$ cat config.mk
export PLATFORM = sky130hd
export DESIGN_NAME = i2c_escravo_param_flat
export DESIGN_NICKNAME = d
export VERILOG_FILES = /design/src/rtl/i2c_escravo_param_pkg.sv /design/src/rtl/i2c_escravo_param_if.sv /design/src/rtl/i2c_escravo_param_sincronizador.sv /design/src/rtl/i2c_escravo_param.sv /design/src/flat_wrapper.sv
export SDC_FILE = /design/constraint.sdc
export NUM_CORES = 1
export LEC_CHECK = 0
export ABC_CLOCK_PERIOD_IN_PS = 3270
export BUFFER_PORTS_ARGS = -buffer_cell sky130_fd_sc_hd__buf_2
export CORE_MARGIN = 4
export CORE_UTILIZATION = 55
export CTS_CLUSTER_DIAMETER = 50
export CTS_CLUSTER_SIZE = 16
export DETAILED_ROUTE_END_ITERATION = 8
export GPL_ROUTABILITY_DRIVEN = 0
export PLACE_DENSITY = 0.76
export SYNTH_ARGS = -nofsm -noshare
export SYNTH_HDL_FRONTEND = slang
export SYNTH_SLANG_ARGS = --single-unit
$ cat constraint.sdc
create_clock -name clk -period 3.27 [get_ports clk]
set_clock_uncertainty 0.15 [all_clocks]
set_input_delay 0.654 -clock clk [delete_from_list [all_inputs] [get_ports clk]]
set_output_delay 0.654 -clock clk [all_outputs]
set_load 0.05 [all_outputs]
$ cat src/rtl/i2c_escravo_param_pkg.sv
// Shared types and constants for the parametrised I2C target.
// The helper shifts one sampled bus bit into a byte, MSB first.
package i2c_escravo_param_pkg;

    typedef enum logic [2:0] {
        IDLE,
        ADDR,
        ACK_A,
        RX,
        ACK_D,
        TX,
        MACK,
        IGNORE
    } estado_t;

    localparam int ADDR_BITS_7 = 7;
    localparam int BYTE_BITS   = 8;

    function automatic logic [BYTE_BITS-1:0] desloca(input logic [BYTE_BITS-1:0] sr,
                                                     input logic                 b);
        return {sr[BYTE_BITS-2:0], b};
    endfunction

endpackage

$ cat src/rtl/i2c_escravo_param_if.sv
// Pad side of the I2C target. sda is the resolved open-drain line;
// the target never drives it high, it only asserts sda_oe to pull it low.
interface i2c_escravo_param_if;

    logic scl;
    logic sda;
    logic sda_oe;

    modport master (output scl, output sda, input sda_oe);
    modport slave  (input scl, input sda, output sda_oe);

endinterface

$ cat src/rtl/i2c_escravo_param_sincronizador.sv
// Synchronises raw scl/sda into clk and derives scl edges and START/STOP.
// Flops reset to 1 (idle bus level) so releasing reset never fakes an edge.
module i2c_escravo_param_sincronizador #(
    parameter int SYNC_STAGES = 2
) (
    input  logic clk,
    input  logic reset,
    input  logic scl,
    input  logic sda,
    output logic sda_s,
    output logic scl_sobe,
    output logic scl_desce,
    output logic inicio,
    output logic parada
);

    logic [SYNC_STAGES-1:0] scl_sync;
    logic [SYNC_STAGES-1:0] sda_sync;
    logic                   scl_prev;
    logic                   sda_prev;
    logic                   scl_s;

    always_ff @(posedge clk) begin
        if (reset) begin
            scl_sync <= '1;
            sda_sync <= '1;
            scl_prev <= 1'b1;
            sda_prev <= 1'b1;
        end else begin
            scl_sync <= {scl_sync[SYNC_STAGES-2:0], scl};
            sda_sync <= {sda_sync[SYNC_STAGES-2:0], sda};
            scl_prev <= scl_sync[SYNC_STAGES-1];
            sda_prev <= sda_sync[SYNC_STAGES-1];
        end
    end

    assign scl_s     = scl_sync[SYNC_STAGES-1];
    assign sda_s     = sda_sync[SYNC_STAGES-1];
    assign scl_sobe  = scl_s & ~scl_prev;
    assign scl_desce = ~scl_s & scl_prev;
    // sda may only move while scl is low; a move with scl held high is a bus condition
    assign inicio    = scl_s & scl_prev & sda_prev & ~sda_s;
    assign parada    = scl_s & scl_prev & ~sda_prev & sda_s;

endmodule

$ cat src/rtl/i2c_escravo_param.sv
// I2C target: address match, ACK, byte receive/transmit with a per-transfer
// byte limit. The FSM state is exported on 'estado' for observation.
module i2c_escravo_param
    import i2c_escravo_param_pkg::*;
#(
    parameter int ADDR_W      = ADDR_BITS_7,
    parameter int MAX_BYTES   = 16,
    parameter int SYNC_STAGES = 2
) (
    input  logic                 clk,
    input  logic                 reset,
    i2c_escravo_param_if.slave   bus,
    input  logic [ADDR_W-1:0]    endereco_local,
    input  logic                 pronto,
    output logic [ADDR_W-1:0]    endereco_recebido,
    output logic                 operacao,
    output logic                 escrita,
    output logic [BYTE_BITS-1:0] dado_rx,
    input  logic [BYTE_BITS-1:0] dado_tx,
    output logic                 leitura,
    output logic                 stop,
    output logic                 ocupado,
    output estado_t              estado
);

    localparam int            CW    = $clog2(MAX_BYTES + 1);
    localparam logic [CW-1:0] MAX_C = CW'(MAX_BYTES);

    logic sda_s, scl_sobe, scl_desce, inicio, parada;

    estado_t              estado_n;
    logic [2:0]           bit_cnt, bit_n;
    logic [CW-1:0]        byte_cnt, bytes_n;
    logic [BYTE_BITS-1:0] sr, sr_n, byte_in, rx_n;
    logic [ADDR_W-1:0]    local_q, local_n, end_n;
    logic                 fase, fase_n;
    logic                 oe_q, oe_n, op_n, ocup_n;
    logic                 escrita_n, leitura_n, stop_n;

    i2c_escravo_param_sincronizador #(.SYNC_STAGES(SYNC_STAGES)) u_sinc (
        .clk       (clk),
        .reset     (reset),
        .scl       (bus.scl),
        .sda       (bus.sda),
        .sda_s     (sda_s),
        .scl_sobe  (scl_sobe),
        .scl_desce (scl_desce),
        .inicio    (inicio),
        .parada    (parada)
    );

    always_ff @(posedge clk) begin
        if (reset) begin
            estado            <= IDLE;
            bit_cnt           <= '0;
            byte_cnt          <= '0;
            sr                <= '0;
            local_q           <= '0;
            fase              <= 1'b0;
            oe_q              <= 1'b0;
            endereco_recebido <= '0;
            operacao          <= 1'b0;
            dado_rx           <= '0;
            ocupado           <= 1'b0;
            escrita           <= 1'b0;
            leitura           <= 1'b0;
            stop              <= 1'b0;
        end else begin
            estado            <= estado_n;
            bit_cnt           <= bit_n;
            byte_cnt          <= bytes_n;
            sr                <= sr_n;
            local_q           <= local_n;
            fase              <= fase_n;
            oe_q              <= oe_n;
            endereco_recebido <= end_n;
            operacao          <= op_n;
            dado_rx           <= rx_n;
            ocupado           <= ocup_n;
            escrita           <= escrita_n;
            leitura           <= leitura_n;
            stop              <= stop_n;
        end
    end

    assign bus.sda_oe = oe_q;

    // 'fase' splits the two-edge states: ACK_A/ACK_D drive on the first scl
    // fall and release on the second; MACK remembers the master's ACK.
    always_comb begin
        estado_n  = estado;
        bit_n     = bit_cnt;
        bytes_n   = byte_cnt;
        sr_n      = sr;
        local_n   = local_q;
        fase_n    = fase;
        oe_n      = oe_q;
        end_n     = endereco_recebido;
        op_n      = operacao;
        rx_n      = dado_rx;
        ocup_n    = ocupado;
        escrita_n = 1'b0;
        leitura_n = 1'b0;
        stop_n    = 1'b0;
        byte_in   = desloca(sr, sda_s);

        if (parada) begin
            estado_n = IDLE;
            oe_n     = 1'b0;
            ocup_n   = 1'b0;
            stop_n   = 1'b1;
        end else if (inicio) begin
            estado_n = ADDR;
            bit_n    = '0;
            bytes_n  = '0;
            sr_n     = '0;
            fase_n   = 1'b0;
            oe_n     = 1'b0;
            local_n  = endereco_local;
        end else begin
            case (estado)
                ADDR: if (scl_sobe) begin
                    sr_n  = byte_in;
                    bit_n = bit_cnt + 3'd1;
                    if (bit_cnt == 3'd7) begin
                        end_n  = byte_in[BYTE_BITS-1 -: ADDR_W];
                        op_n   = byte_in[0];
                        fase_n = 1'b0;
                        if (byte_in[BYTE_BITS-1 -: ADDR_W] == local_q) begin
                            estado_n = ACK_A;
                            ocup_n   = 1'b1;
                        end else begin
                            estado_n = IGNORE;
                            ocup_n   = 1'b0;
                        end
                    end
                end
                ACK_A: if (scl_desce) begin
                    if (!fase) begin
                        oe_n   = 1'b1;
                        fase_n = 1'b1;
                    end else begin
                        fase_n = 1'b0;
                        bit_n  = '0;
                        if (operacao) begin
                            estado_n  = TX;
                            sr_n      = dado_tx;
                            oe_n      = ~dado_tx[BYTE_BITS-1];
                            leitura_n = 1'b1;
                        end else begin
                            estado_n = RX;
                            oe_n     = 1'b0;
                        end
                    end
                end
                RX: if (scl_sobe) begin
                    sr_n  = byte_in;
                    bit_n = bit_cnt + 3'd1;
                    if (bit_cnt == 3'd7) begin
                        rx_n      = byte_in;
                        escrita_n = 1'b1;
                        estado_n  = ACK_D;
                        fase_n    = 1'b0;
                    end
                end
                ACK_D: if (scl_desce) begin
                    if (!fase) begin
                        if (pronto && (byte_cnt < MAX_C)) begin
                            oe_n    = 1'b1;
                            fase_n  = 1'b1;
                            bytes_n = byte_cnt + CW'(1);
                        end else begin
                            estado_n = IGNORE;
                            oe_n     = 1'b0;
                            ocup_n   = 1'b0;
                        end
                    end else begin
                        estado_n = RX;
                        oe_n     = 1'b0;
                        fase_n   = 1'b0;
                        bit_n    = '0;
                    end
                end
                TX: if (scl_desce) begin
                    if (bit_cnt == 3'd7) begin
                        estado_n = MACK;
                        oe_n     = 1'b0;
                        fase_n   = 1'b0;
                    end else begin
                        oe_n  = ~sr[BYTE_BITS-2];
                        sr_n  = {sr[BYTE_BITS-2:0], 1'b0};
                        bit_n = bit_cnt + 3'd1;
                    end
                end
                MACK: begin
                    if (scl_sobe && !fase) begin
                        if (sda_s) begin
                            estado_n = IGNORE;
                            ocup_n   = 1'b0;
                        end else begin
                            fase_n = 1'b1;
                        end
                    end else if (scl_desce && fase) begin
                        estado_n  = TX;
                        fase_n    = 1'b0;
                        bit_n     = '0;
                        sr_n      = dado_tx;
                        oe_n      = ~dado_tx[BYTE_BITS-1];
                        leitura_n = 1'b1;
                    end
                end
                IGNORE: oe_n = 1'b0;
                default: ;
            endcase
        end
    end

endmodule

$ cat src/flat_wrapper.sv
// flat-port wrapper written by rule: the top's interface ports become plain ports
module i2c_escravo_param_flat import i2c_escravo_param_pkg::*;
#(
    parameter int ADDR_W      = ADDR_BITS_7,
    parameter int MAX_BYTES   = 16,
    parameter int SYNC_STAGES = 2
)
  (clk, reset, endereco_local, pronto, endereco_recebido, operacao, escrita, dado_rx, dado_tx, leitura, stop, ocupado, estado, bus_scl, bus_sda, bus_sda_oe);
  i2c_escravo_param_if bus_i ();
  input  logic clk;
  input  logic reset;
  input  logic [ADDR_W-1:0] endereco_local;
  input  logic pronto;
  output logic [ADDR_W-1:0] endereco_recebido;
  output logic operacao;
  output logic escrita;
  output logic [BYTE_BITS-1:0] dado_rx;
  input  logic [BYTE_BITS-1:0] dado_tx;
  output logic leitura;
  output logic stop;
  output logic ocupado;
  output estado_t estado;
  input wire logic [$bits(bus_i.scl)-1:0] bus_scl;
  input wire logic [$bits(bus_i.sda)-1:0] bus_sda;
  output wire logic [$bits(bus_i.sda_oe)-1:0] bus_sda_oe;
  assign bus_i.scl = bus_scl;
  assign bus_i.sda = bus_sda;
  assign bus_sda_oe = bus_i.sda_oe;
  i2c_escravo_param #(.ADDR_W(ADDR_W), .MAX_BYTES(MAX_BYTES), .SYNC_STAGES(SYNC_STAGES)) u_core (.clk(clk), .reset(reset), .bus(bus_i), .endereco_local(endereco_local), .pronto(pronto), .endereco_recebido(endereco_recebido), .operacao(operacao), .escrita(escrita), .dado_rx(dado_rx), .dado_tx(dado_tx), .leitura(leitura), .stop(stop), .ocupado(ocupado), .estado(estado));
endmodule
==> PnR_summary.wiki, run 1 <==
{| class="wikitable"
! Metric !! Value
|-
| Area fraction of the dominant cell type after synthesis || 0.3886
|-
| Vias in the first global route || approximately 2,400
|-
| Setup violations, final || 0
|-
| Post-Synth Adder-Cell Area || 0.01833
|-
| Synthesized-area fraction occupied by ao, oa, aoi and oai cells || 0.1865
|-
| Maximum Capacitance Violations || 0
|-
| CORE AREA || between 0.004 and 0.005 mm2
|-
| Total CTS buffers || 5
|-
| Layout cells sized above 1 || 0.2108
|-
| WS Path Type || reg2reg
|-
| Setup crit end kind || register
|-
| Total of buffers placed on input and output ports || 43
|-
| Number of optimization iterations in the first detailed-route pass || 4
|-
| Detailed Route Iter0 Violations || ~300
|-
| Total wire length || 6488 um
|-
| Resized cells post-CTS || 0
|-
| Number of top-level design ports || 44
|-
| Top_reg_cell synth || sky130_fd_sc_hd__dfxtp_1
|-
| Initial Utilization || 0.5742
|-
| Buffer type at the clock tree root || sky130_fd_sc_hd__clkbuf_8
|-
| Startpoint type of the worst setup path || register
|-
| Diode insertion count for antenna repair || 0
|-
| Count leader, synth || sky130_fd_sc_hd__dfxtp_1
|-
| Residual DRC || 0
|-
| Post-synthesis mux area share || 0.09441
|-
| Worst ir drop on vdd || just under 0.0003 V
|-
| Slew Limit Fails || 0
|-
| Clock Pin Slew Worst Setup and Hold Paths || roughly 90 ps
|-
| Hold crit path type || reg2reg
|-
| Top cells by area in the synthesized netlist || sky130_fd_sc_hd__dfxtp_1 39%, sky130_fd_sc_hd__mux2i_1 7.0%, sky130_fd_sc_hd__a21oi_1 4.6%, sky130_fd_sc_hd__nand2_1 3.7%, sky130_fd_sc_hd__nor2_1 3.7%
|-
| Area delta synth->final || 11.41%
|-
| Crit path time final || between 2000 and 2500 ps
|-
| Critical path arrival || 2470 ps
|-
| Unrepaired setup endpoints after global routing || no
|-
| Area occupied by multi-input gates || ~0.0015 mm2
|-
| Dominant combinational cell family by area after synthesis || simple AND/OR/NAND/NOR gates
|-
| Post-DP HPWL || about 4700 um
|-
| Async set or reset register ratio after synthesis || 0
|-
| Total routing usage reported by global routing || 0.2277
|-
| Stage delay of the slowest cell on the critical path || 760 ps
|-
| Die Height || 78.46 um
|-
| Clock tree from TritonCTS || built
|-
| Row count || 25
|-
| Clock insertion delay at the later pin of the skew report || 300 ps
|-
| Number of nets in the finished design || about 370
|-
| Reg-to-reg critical path startpoint || u_core.estado[0]
|-
| Total negative slack for setup checks || 0 ps
|-
| Fillcell total || roughly 460
|-
| Cells after synthesis || approximately 320
|-
| Required time of the worst setup path || 3310 ps
|-
| Netlist area before placement || between 0.002 and 0.003 mm2
|-
| Count of flip-flops with a built-in enable after synthesis || 0
|-
| Number of buffers added to fix hold violations after cts || 0
|-
| Wire length of the first global-routing pass || ~11,000 um
|-
| Avg Vias per Cell || ~6.0
|-
| Sequential area share after synthesis || 0.3886
|-
| Post-synthesis cell type count || 63
|-
| Average footprint of a synthesized cell || between 8 and 9 um2
|-
| H-Tree Level Count || 2
|-
| Worst hold path startpoint || u_core.u_sinc.scl_sync[0]
|-
| Cell family with most CP delay || simple AND/OR/NAND/NOR gates
|-
| Cell type with the largest total area after synthesis || sky130_fd_sc_hd__dfxtp_1
|-
| Antenna viol nets, final || 0
|-
| Run status || completed
|-
| Worst-path cell with the longest stage delay || sky130_fd_sc_hd__dfxtp_1
|-
| Least setup slack across all paths after layout || between 800 and 900 ps
|-
| Worst path bufs/invs || 0
|-
| Area share of and/or/nand/nor cells after synthesis || 0.2314
|-
| Share of the cycle needed by the critical path after routing || 0.7436
|-
| Grt ovf || 0
|-
| Power per standard cell area || roughly 550 mW/mm2
|-
| Post-CTS Setup Inserts || 0
|-
| Worst-path maximum fanout || 23
|-
| P_leak || 1.298 nW
|-
| Clock Sink Count || between 50 and 60
|-
| Die outline area || approximately 0.0062 mm2
|-
| Pin count of the biggest net entering global routing || 38
|-
| Number of vias in the routed layout || about 2,500
|-
| Launching element of the worst setup path || u_core.estado[0]
|-
| Ordered list of cells on the worst path || nor2b_1 -> nand4_1 -> mux2i_1 -> nor2_1
|-
| DIE WIDTH || roughly 80 um
|-
| Number of nets in the synthesized netlist || around 340
|-
| Final Hold Fails || 0
|-
| Most common library cells after synthesis || 53 x sky130_fd_sc_hd__dfxtp_1, 27 x sky130_fd_sc_hd__nand2_1, 27 x sky130_fd_sc_hd__nor2_1
|-
| Power Total || 1.668 mW
|-
| XOR/XNOR share of the synthesized area || 0.02887
|-
| Final design utilization || 0.6397
|-
| Synthesis Warnings || 0
|-
| Worst slew margin relative to its limit || 0.5092
|-
| FF+latch area || ~0.0011 mm2
|-
| Average wire per cell in the routed design || approximately 16 um
|-
| Worst-case clock buffer depth || 2
|-
| Post-placement worst setup slack || between 800 and 900 ps
|-
| Number of storage elements in the synthesis netlist || 53
|-
| Number of antenna violations at the first check in global routing || 0
|-
| Transition time at the pin with the least slew margin || ~740 ps
|-
| Highest clock frequency the design can meet || approximately 400 MHz
|}
[per-stage QoR]
| stage | hold WS [ps] | std cells | instance area, um2 |
|---|---|---|---|
| after floorplan | 239.5 | 319 | 2730 |
| after global placement | 240.5 | 410 | 2940 |
| after detailed placement | 247.2 | 410 | 2940 |
| after CTS | 268.5 | 418 | 3042 |
| after global routing | 288.1 | 418 | 3042 |
| final | 259.7 | 418 | 3042 |
[where the power goes]
group / leakage [nW] / switching [mW] / internal [mW]
Clock: 0.0542 / 0.206 / 0.192
Combinational: 0.814 / 0.285 / 0.198
Sequential: 0.430 / 0.0959 / 0.691
Total: 1.30 / 0.587 / 1.08
[registers in the layout, indices dropped and copies added (netlist names), 2 cells and up]
register / count
u_core.estado: 3
u_core.byte_cnt: 5
u_core.u_sinc.scl_sync: 2
u_core.u_sinc.sda_sync: 2
u_core.endereco_recebido: 7
u_core.dado_rx: 8
u_core.sr: 7
u_core.bit_cnt: 3
u_core.local_q: 7
[kinds of logic after synthesis]
| logic type | Yosys count |
|---|---|
| adders and majority gates | 4 |
| DFF | 53 |
| AOI/OAI and AO/OA | 77 |
| buffers and inverters | 31 |
| muxes | 25 |
| xor gates and xnor gates | 9 |
| and+or+nand+nor | 120 |
[cell usage in the layout, fill, tap and decap left out, types with 2 or more instances in the layout]
master                       n
sky130_fd_sc_hd__nand2_1    27
sky130_fd_sc_hd__nand3_1     4
sky130_fd_sc_hd__o21ai_0    14
sky130_fd_sc_hd__ha_1        4
sky130_fd_sc_hd__a41oi_1     3
sky130_fd_sc_hd__nor4_1      4
sky130_fd_sc_hd__o21ai_1     2
sky130_fd_sc_hd__a21oi_1    25
sky130_fd_sc_hd__nand2b_1    6
sky130_fd_sc_hd__nor3_1      7
sky130_fd_sc_hd__mux2_2      6
sky130_fd_sc_hd__nand3b_1    3
sky130_fd_sc_hd__xor2_1      6
sky130_fd_sc_hd__nor2_1     27
sky130_fd_sc_hd__mux2i_1    19
sky130_fd_sc_hd__a22oi_1     2
sky130_fd_sc_hd__a31oi_1     4
sky130_fd_sc_hd__o21a_1      2
sky130_fd_sc_hd__and2_1      2
sky130_fd_sc_hd__buf_4       2
sky130_fd_sc_hd__inv_1      10
sky130_fd_sc_hd__clkbuf_8    7
sky130_fd_sc_hd__dfxtp_1    53
sky130_fd_sc_hd__xnor2_1     3
sky130_fd_sc_hd__buf_2      43
sky130_fd_sc_hd__or2_2      10
sky130_fd_sc_hd__nand4_1    10
sky130_fd_sc_hd__nor3b_1     3
sky130_fd_sc_hd__nor2b_1     6
sky130_fd_sc_hd__o2bb2ai_1   4
[per-layer routing]
layer  vias up  part of all wire  track usage
li1       1209                 -            -
met5         -                 0            0
met4         0             0.019      0.08916
met3        11             0.054      0.04014
met2        88              0.47       0.3570
met1      1181              0.45       0.3114
[final timing paths]
| kind | to | slack [ps] | depth (start not counted) |
|---|---|---|---|
| max | u_core.endereco_recebido[6] | 840 | 4 |
| min | u_core.u_sinc.scl_sync[1] | 260 | 1 |
| max reg2reg | u_core.endereco_recebido[6] | 840 | 4 |
| min reg2reg | u_core.u_sinc.scl_sync[1] | 260 | 1 |
[worst reg2reg max path: stages (launching register included)]
cell	delay, ps
sky130_fd_sc_hd__dfxtp_1	760
sky130_fd_sc_hd__nor2b_1	510
sky130_fd_sc_hd__nand4_1	540
sky130_fd_sc_hd__mux2i_1	310
sky130_fd_sc_hd__nor2_1	50
[layout make-up]
class,count,share of cell area
clock inverters,1,0.001645
clock buffers,7,0.03167
inverters,10,0.01234
well taps,67,0.02756
multi-input cells,235,0.5023
flip-flops and latches,53,0.3488
repair buffers,45,0.07569
(Power assumes the default switching activity.)
==> inputs of run 2 (changes only) <==
- ABC_CLOCK_PERIOD_IN_PS: 3270 -> 2000
- CORE_UTILIZATION: 55 -> 51
- PLACE_DENSITY: 0.76 -> 0.74
- clock period: 3.27 -> 2 ns (I/O delays scaled with it)
==> run 2 against run 1 <==
Die area grew 7.0%. Critical path depth rose by 3. Worst hold slack got worse by 140 ps. Non-clock buffer count rose by 27. Utilization about the same. Register-to-register slack got worse by 760 ps. Via count up 4.3%. Count of clock-buffer cells in the layout down 2. Sequential cell count unchanged. Highest routed layer unchanged.
==> PnR_summary.wiki, run 2 (synthesized netlist as in run 1, its figures left out) <==
{| class="wikitable"
! Metric !! Value
|-
| Run status || completed
|-
| Worst-case clock buffer depth || 2 (unchanged)
|-
| Antenna viol nets, final || 0 (unchanged)
|-
| Clock insertion delay at the later pin of the skew report || 320 ps (+20 ps)
|-
| Pin count of the biggest net entering global routing || 25 (-34%)
|-
| Setup crit end kind || register
|-
| Setup violations, final || 0 (unchanged)
|-
| Highest clock frequency the design can meet || 520.9 MHz (+27%)
|-
| Largest register FFs || 8 (unchanged)
|-
| Clock Sink Count || 53 (unchanged)
|-
| Share of the cycle needed by the critical path after routing || 0.9599 (+0.2163)
|-
| Total wire length || 7089 um (+9.3%)
|-
| Clock Pin Slew Worst Setup and Hold Paths || 100 ps (about the same)
|-
| Number of antenna violations at the first check in global routing || 0 (unchanged)
|-
| Power per standard cell area || 913.7 mW/mm2 (+67%)
|-
| Transition time at the pin with the least slew margin || 383.6 ps (-351.6 ps)
|-
| Most used cells in the layout excluding fill and tap cells || 48 x sky130_fd_sc_hd__dfxtp_1, 43 x sky130_fd_sc_hd__buf_2, 29 x sky130_fd_sc_hd__buf_4, 27 x sky130_fd_sc_hd__nor2_1, 27 x sky130_fd_sc_hd__nand2_1
|-
| Layout cells sized above 1 || 0.2963 (+0.08547)
|-
| Maximum Capacitance Violations || 0 (unchanged)
|-
| Area delta synth->final || 20.53%
|-
| Detailed Route Iter0 Violations || 206 (-31%)
|-
| Initial Utilization || 0.5312 (-0.04305)
|-
| WS Path Type || reg2reg
|-
| Worst-path maximum fanout || 4 (-83%)
|-
| Worst ir drop on vdd || 0.0006636 V (+120%)
|-
| Total CTS buffers || 5 (unchanged)
|-
| Most flop-heavy register || u_core.dado_rx
|-
| Avg Vias per Cell || 5.797 (-2.6%)
|-
| Total of buffers placed on input and output ports || 43 (unchanged)
|-
| Final design utilization || 0.6402 (about the same)
|-
| Die outline area || 0.006588 mm2 (+7.0%)
|-
| FF+latch area || 0.001070 mm2 (+0.83%)
|-
| Hold crit path type || in2reg
|-
| Required time of the worst setup path || 2070 ps (-1240 ps)
|-
| Post-CTS Setup Inserts || 0 (unchanged)
|-
| CORE AREA || 0.005140 mm2 (+8.1%)
|-
| Average wire per cell in the routed design || 15.82 um (+1.9%)
|-
| Slew Limit Fails || 0 (unchanged)
|-
| Startpoint type of the worst setup path || register
|-
| Total negative slack for setup checks || 0 ps (unchanged)
|-
| DIE WIDTH || 81.17 um (+3.5%)
|-
| Crit path time final || 1920 ps (-511.7 ps)
|-
| Diode insertion count for antenna repair || 0 (unchanged)
|-
| Final Hold Fails || 0 (unchanged)
|-
| P_leak || 1.441 nW (+11%)
|-
| Most frequent standard cell in the layout excluding fill and tap cells || sky130_fd_sc_hd__dfxtp_1
|-
| Clock tree from TritonCTS || built
|-
| Area of all placed cells without fillers || 0.003291 mm2 (+8.2%)
|-
| Grt ovf || 0 (unchanged)
|-
| Post-DP HPWL || 5270 um (+12%)
|-
| Fillcell total || 458 (+0.22%)
|-
| Number of optimization iterations in the first detailed-route pass || 5 (+1)
|-
| Area occupied by multi-input gates || 0.001550 mm2 (+1.5%)
|-
| Die Height || 81.17 um (+3.5%)
|-
| Number of vias in the routed layout || 2,597 (+4.3%)
|-
| Total routing usage reported by global routing || 0.2250 (-0.002737)
|-
| Vias in the first global route || 2,392 (-0.42%)
|-
| Number of top-level design ports || 44 (unchanged)
|-
| Worst Hold Depth || 2 (+1)
|-
| Wire length of the first global-routing pass || 11,460 um (+1.3%)
|-
| Number of nets in the finished design || 401 (+7.2%)
|-
| Worst slew margin relative to its limit || 0.7377 (+0.2285)
|-
| Critical path arrival || 1990 ps (-480 ps)
|-
| Row count || 26 (+4.0%)
|-
| Power Total || 3.007 mW (+80%)
|-
| Buffer type at the clock tree root || sky130_fd_sc_hd__clkbuf_8
|-
| Worst Reg-to-Reg Cells || 7 (+3)
|-
| H-Tree Level Count || 2 (unchanged)
|-
| Area of placed instances || 0.003151 mm2 (+7.1%)
|-
| Residual DRC || 0 (unchanged)
|}
run 2: final timing paths:
path	startpoint	to	slack [ps]
setup / recovery	u_core.bit_cnt[0]	u_core.estado[2]	80
hold / removal	bus_scl	u_core.u_sinc.scl_sync[0]	120
setup reg to reg	u_core.bit_cnt[0]	u_core.estado[2]	80
hold reg to reg	u_core.u_sinc.sda_sync[0]	u_core.u_sinc.sda_sync[1]	270
run 2: power by group:
part / switching (mW) / total [mW] / internal (mW)
logic: 0.573 / 1.01 / 0.437
registers: 0.111 / 1.25 / 1.13
clock network: 0.375 / 0.751 / 0.376
run 2: critical path, stage by stage (launching register included):
cell and delay, ps:
sky130_fd_sc_hd__dfxtp_1 370, sky130_fd_sc_hd__ha_1 180, sky130_fd_sc_hd__ha_1 210, sky130_fd_sc_hd__inv_1 70
sky130_fd_sc_hd__o21ai_0 270, sky130_fd_sc_hd__o2111a_2 260, sky130_fd_sc_hd__a21oi_1 80, sky130_fd_sc_hd__a311oi_1 240
run 2: area by class of cell:
cell class,instances,area share
Timing Repair Buffer,72,0.1316
Clock inverter,3,0.01331
Inverter,10,0.01141
Tap cell,70,0.02662
Multi-Input combinational cell,235,0.4711
Sequential cell,53,0.3251
Clock buffer,5,0.02091
run 2: through the flow:
stage                     hold slack (ps)  std cells  setup WS [ps]
after floorplan                     239.5        319         -17.00
after global routing                108.5        448         -25.51
after CTS                           111.1        448          34.41
after global placement              246.1        440          64.58
after detailed placement            248.6        440          59.48
final                               117.9        448          80.11
run 2: timing repair:
item                                    in CTS  in global routing
endpoints found under the setup margin       0                 23
gates resized for setup                      0                 10
hold buffers                                 0                  0
run 2: layer usage:
layer  share of wire  vias up  global-route usage
li1                -     1260                   -
met1            0.43     1212              0.2988
met2            0.48      107              0.3662
met3           0.067       18             0.04435
met4           0.020        0             0.07264
met5               0        -                   0
==> inputs of run 3 (changes only) <==
- CORE_ASPECT_RATIO: unset -> 0.5
==> run 3 against run 2 <==
Count of clock-buffer cells in the layout is the same. Non-clock buffer count decreased by 12. Sequential cell count did not move. Final area is 0.65% lower. Worst setup slack got worse by 53 ps. Via count down 2.7%. Utilization grew 0.79 points. Critical endpoint unchanged.
==> PnR_summary.wiki, run 3 (synthesized netlist as in run 1, its figures left out) <==
{| class="wikitable"
! Metric !! Value
|-
| Row count || 18 (-31%)
|-
| Total routing usage reported by global routing || 0.2104 (-0.01459)
|-
| Maximum Capacitance Violations || 0 (unchanged)
|-
| Clock insertion delay at the later pin of the skew report || 320 ps (about the same)
|-
| Worst path depth || 6 (-1)
|-
| DIE WIDTH || 111.5 um (+37%)
|-
| Clock Sink Count || 53 (unchanged)
|-
| Internal power || 1.944 mW (-0.19%)
|-
| Required time of the worst setup path || 2080 ps (about the same)
|-
| Setup violations, final || 0 (unchanged)
|-
| Worst ir drop on vdd || 0.0004675 V (-30%)
|-
| Total wire length || 6854 um (-3.3%)
|-
| Run status || completed
|-
| Largest register FFs || 8 (unchanged)
|-
| Stage delay of the slowest cell on the critical path || 570 ps (+200 ps)
|-
| Power per standard cell area || 914.7 mW/mm2 (+0.11%)
|-
| Total of buffers placed on input and output ports || 43 (unchanged)
|-
| Final Hold Fails || 0 (unchanged)
|-
| Critical path arrival || 2060 ps (+70 ps)
|-
| Number of buffers added to fix hold violations after cts || 0 (unchanged)
|-
| Power Total || 2.991 mW (-0.53%)
|-
| Worst-path cell with the longest stage delay || sky130_fd_sc_hd__dfxtp_2
|-
| WS Path Type || reg2reg
|-
| Wire length of the first global-routing pass || 11,310 um (-1.3%)
|-
| Number of optimization iterations in the first detailed-route pass || 4 (-1)
|-
| Avg Vias per Cell || 5.794 (about the same)
|-
| Clock tree from TritonCTS || built
|-
| Buffer type at the clock tree root || sky130_fd_sc_hd__clkbuf_8
|-
| Number of nets in the finished design || 389 (-3.0%)
|-
| Layout cells sized above 1 || 0.2978 (+0.001518)
|-
| Hold crit path type || in2reg
|-
| Post-DP HPWL || 4980 um (-5.5%)
|-
| Setup crit end kind || register
|-
| Share of the cycle needed by the critical path after routing || 0.9866 (+0.02669)
|-
| Power dissipated by switching net loads || 1.046 mW (-1.2%)
|-
| Number of vias in the routed layout || 2,526 (-2.7%)
|-
| Worst-path maximum fanout || 19 (+15)
|-
| Residual DRC || 0 (unchanged)
|-
| Sequential share of power || 0.419 (+0.005)
|-
| Top cell by count, worst path || sky130_fd_sc_hd__nor2_1
|-
| Die Height || 59.74 um (-26%)
|-
| Cell family with most CP delay || compound AO/OA/AOI/OAI gates
|-
| Crit path time final || 1973 ps (+53.37 ps)
|-
| Number of antenna violations at the first check in global routing || 0 (unchanged)
|-
| Vias in the first global route || 2,379 (-0.54%)
|-
| Clock Pin Slew Worst Setup and Hold Paths || 110 ps (about the same)
|-
| Post-CTS Setup Inserts || 0 (unchanged)
|-
| Final design utilization || 0.6481 (+0.007851)
|-
| Worst Reg-to-Reg Cells || 6 (-1)
|-
| Most flop-heavy register || u_core.dado_rx
|-
| Area delta synth->final || 19.75%
|-
| Net switching share of the total power || 0.3499 (-0.002238)
|-
| Grt ovf || 0 (unchanged)
|-
| CORE AREA || 0.005045 mm2 (-1.9%)
|-
| Die outline area || 0.006659 mm2 (+1.1%)
|-
| Worst path bufs/invs || 1 (unchanged)
|-
| Worst slew margin relative to its limit || 0.7133 (-0.02437)
|-
| Transition time at the pin with the least slew margin || 429.1 ps (+45.59 ps)
|-
| Most frequent standard cell in the layout excluding fill and tap cells || sky130_fd_sc_hd__dfxtp_1
|-
| Initial Utilization || 0.5412 (+0.01001)
|-
| H-Tree Level Count || 2 (unchanged)
|-
| Proportion of power drawn by the clock network || 0.255 (+0.005)
|-
| Worst Hold Depth || 2 (unchanged)
|-
| Average wire per cell in the routed design || 15.72 um (-0.65%)
|-
| Ordered list of cells on the worst path || buf_4 -> and3_1 -> nor2_1 -> a41oi_1 -> nor2_1 -> a311oi_1
|-
| Logic pwr share || 0.326 (-0.010)
|-
| Diode insertion count for antenna repair || 0 (unchanged)
|-
| Total CTS buffers || 5 (unchanged)
|-
| Startpoint type of the worst setup path || register
|-
| Highest clock frequency the design can meet || 506.8 MHz (-2.7%)
|-
| Antenna viol nets, final || 0 (unchanged)
|-
| P_leak || 1.392 nW (-3.4%)
|-
| Number of top-level design ports || 44 (unchanged)
|-
| Pin count of the biggest net entering global routing || 50 (+100%)
|-
| Most used cells in the layout excluding fill and tap cells || 45 x sky130_fd_sc_hd__dfxtp_1, 43 x sky130_fd_sc_hd__buf_2, 27 x sky130_fd_sc_hd__nor2_1, 27 x sky130_fd_sc_hd__nand2_1, 24 x sky130_fd_sc_hd__a21oi_1
|-
| Slew Limit Fails || 0 (unchanged)
|-
| Detailed Route Iter0 Violations || 169 (-18%)
|-
| Unrepaired setup endpoints after global routing || yes
|-
| Worst-case clock buffer depth || 2 (unchanged)
|}
run 3: worst paths after layout:
| path | start | to | slack (ps) |
|---|---|---|---|
| max | u_core.estado[1] | u_core.estado[2] | 30 |
| min | bus_sda | u_core.u_sinc.sda_sync[0] | 110 |
| max reg2reg | u_core.estado[1] | u_core.estado[2] | 30 |
| min reg2reg | u_core.u_sinc.scl_sync[0] | u_core.u_sinc.scl_sync[1] | 270 |
run 3: layer usage:
| layer | wire length [um] | GRT usage |
|---|---|---|
| met5 | 0 | 0 |
| met3 | 598 | 0.05662 |
| met1 | 3168 | 0.2825 |
| met2 | 2984 | 0.3333 |
| met4 | 102 | 0.07279 |
run 3: cell type report:
type	instances	area [um2]
clock buffer	5	68.82
clock inverter	3	47.55
fill	433	1775
inverter	10	37.54
multi-input combinational	235	1573
sequential	53	1071
tap	70	87.58
timing repair buffer	60	384.1
run 3: what timing repair did:
item / CTS / global route
setup endpoints to repair: 2 / 22
pin swaps: 0 / 2
gates resized for setup: 2 / 19
run 3: power by group through the flow:
| stage | sequential, mW | clock, mW | combinational (mW) |
|---|---|---|---|
| floorplan | 1.28 | 0 | 0.624 |
| global placement | 1.27 | 0 | 0.900 |
| detailed placement | 1.27 | 0 | 0.911 |
| CTS | 1.25 | 0.779 | 0.920 |
| global route | 1.27 | 0.826 | 1.07 |
| finish | 1.25 | 0.763 | 0.975 |
run 3: through the flow:
step	hold WS, ps	worst slack, ps	cells	TNS, ps	instance area, um2
5_1_grt	111.6	-24.20	436	-64.36	3269
2_1_floorplan	239.5	-17.00	319	-17.00	2734
4_1_cts	107.1	16.69	436	0	3219
3_5_place_dp	250.5	-4.347	428	-4.347	3098
6_report	108.2	26.73	436	0	3269
3_3_place_gp	246.4	36.39	428	0	3098
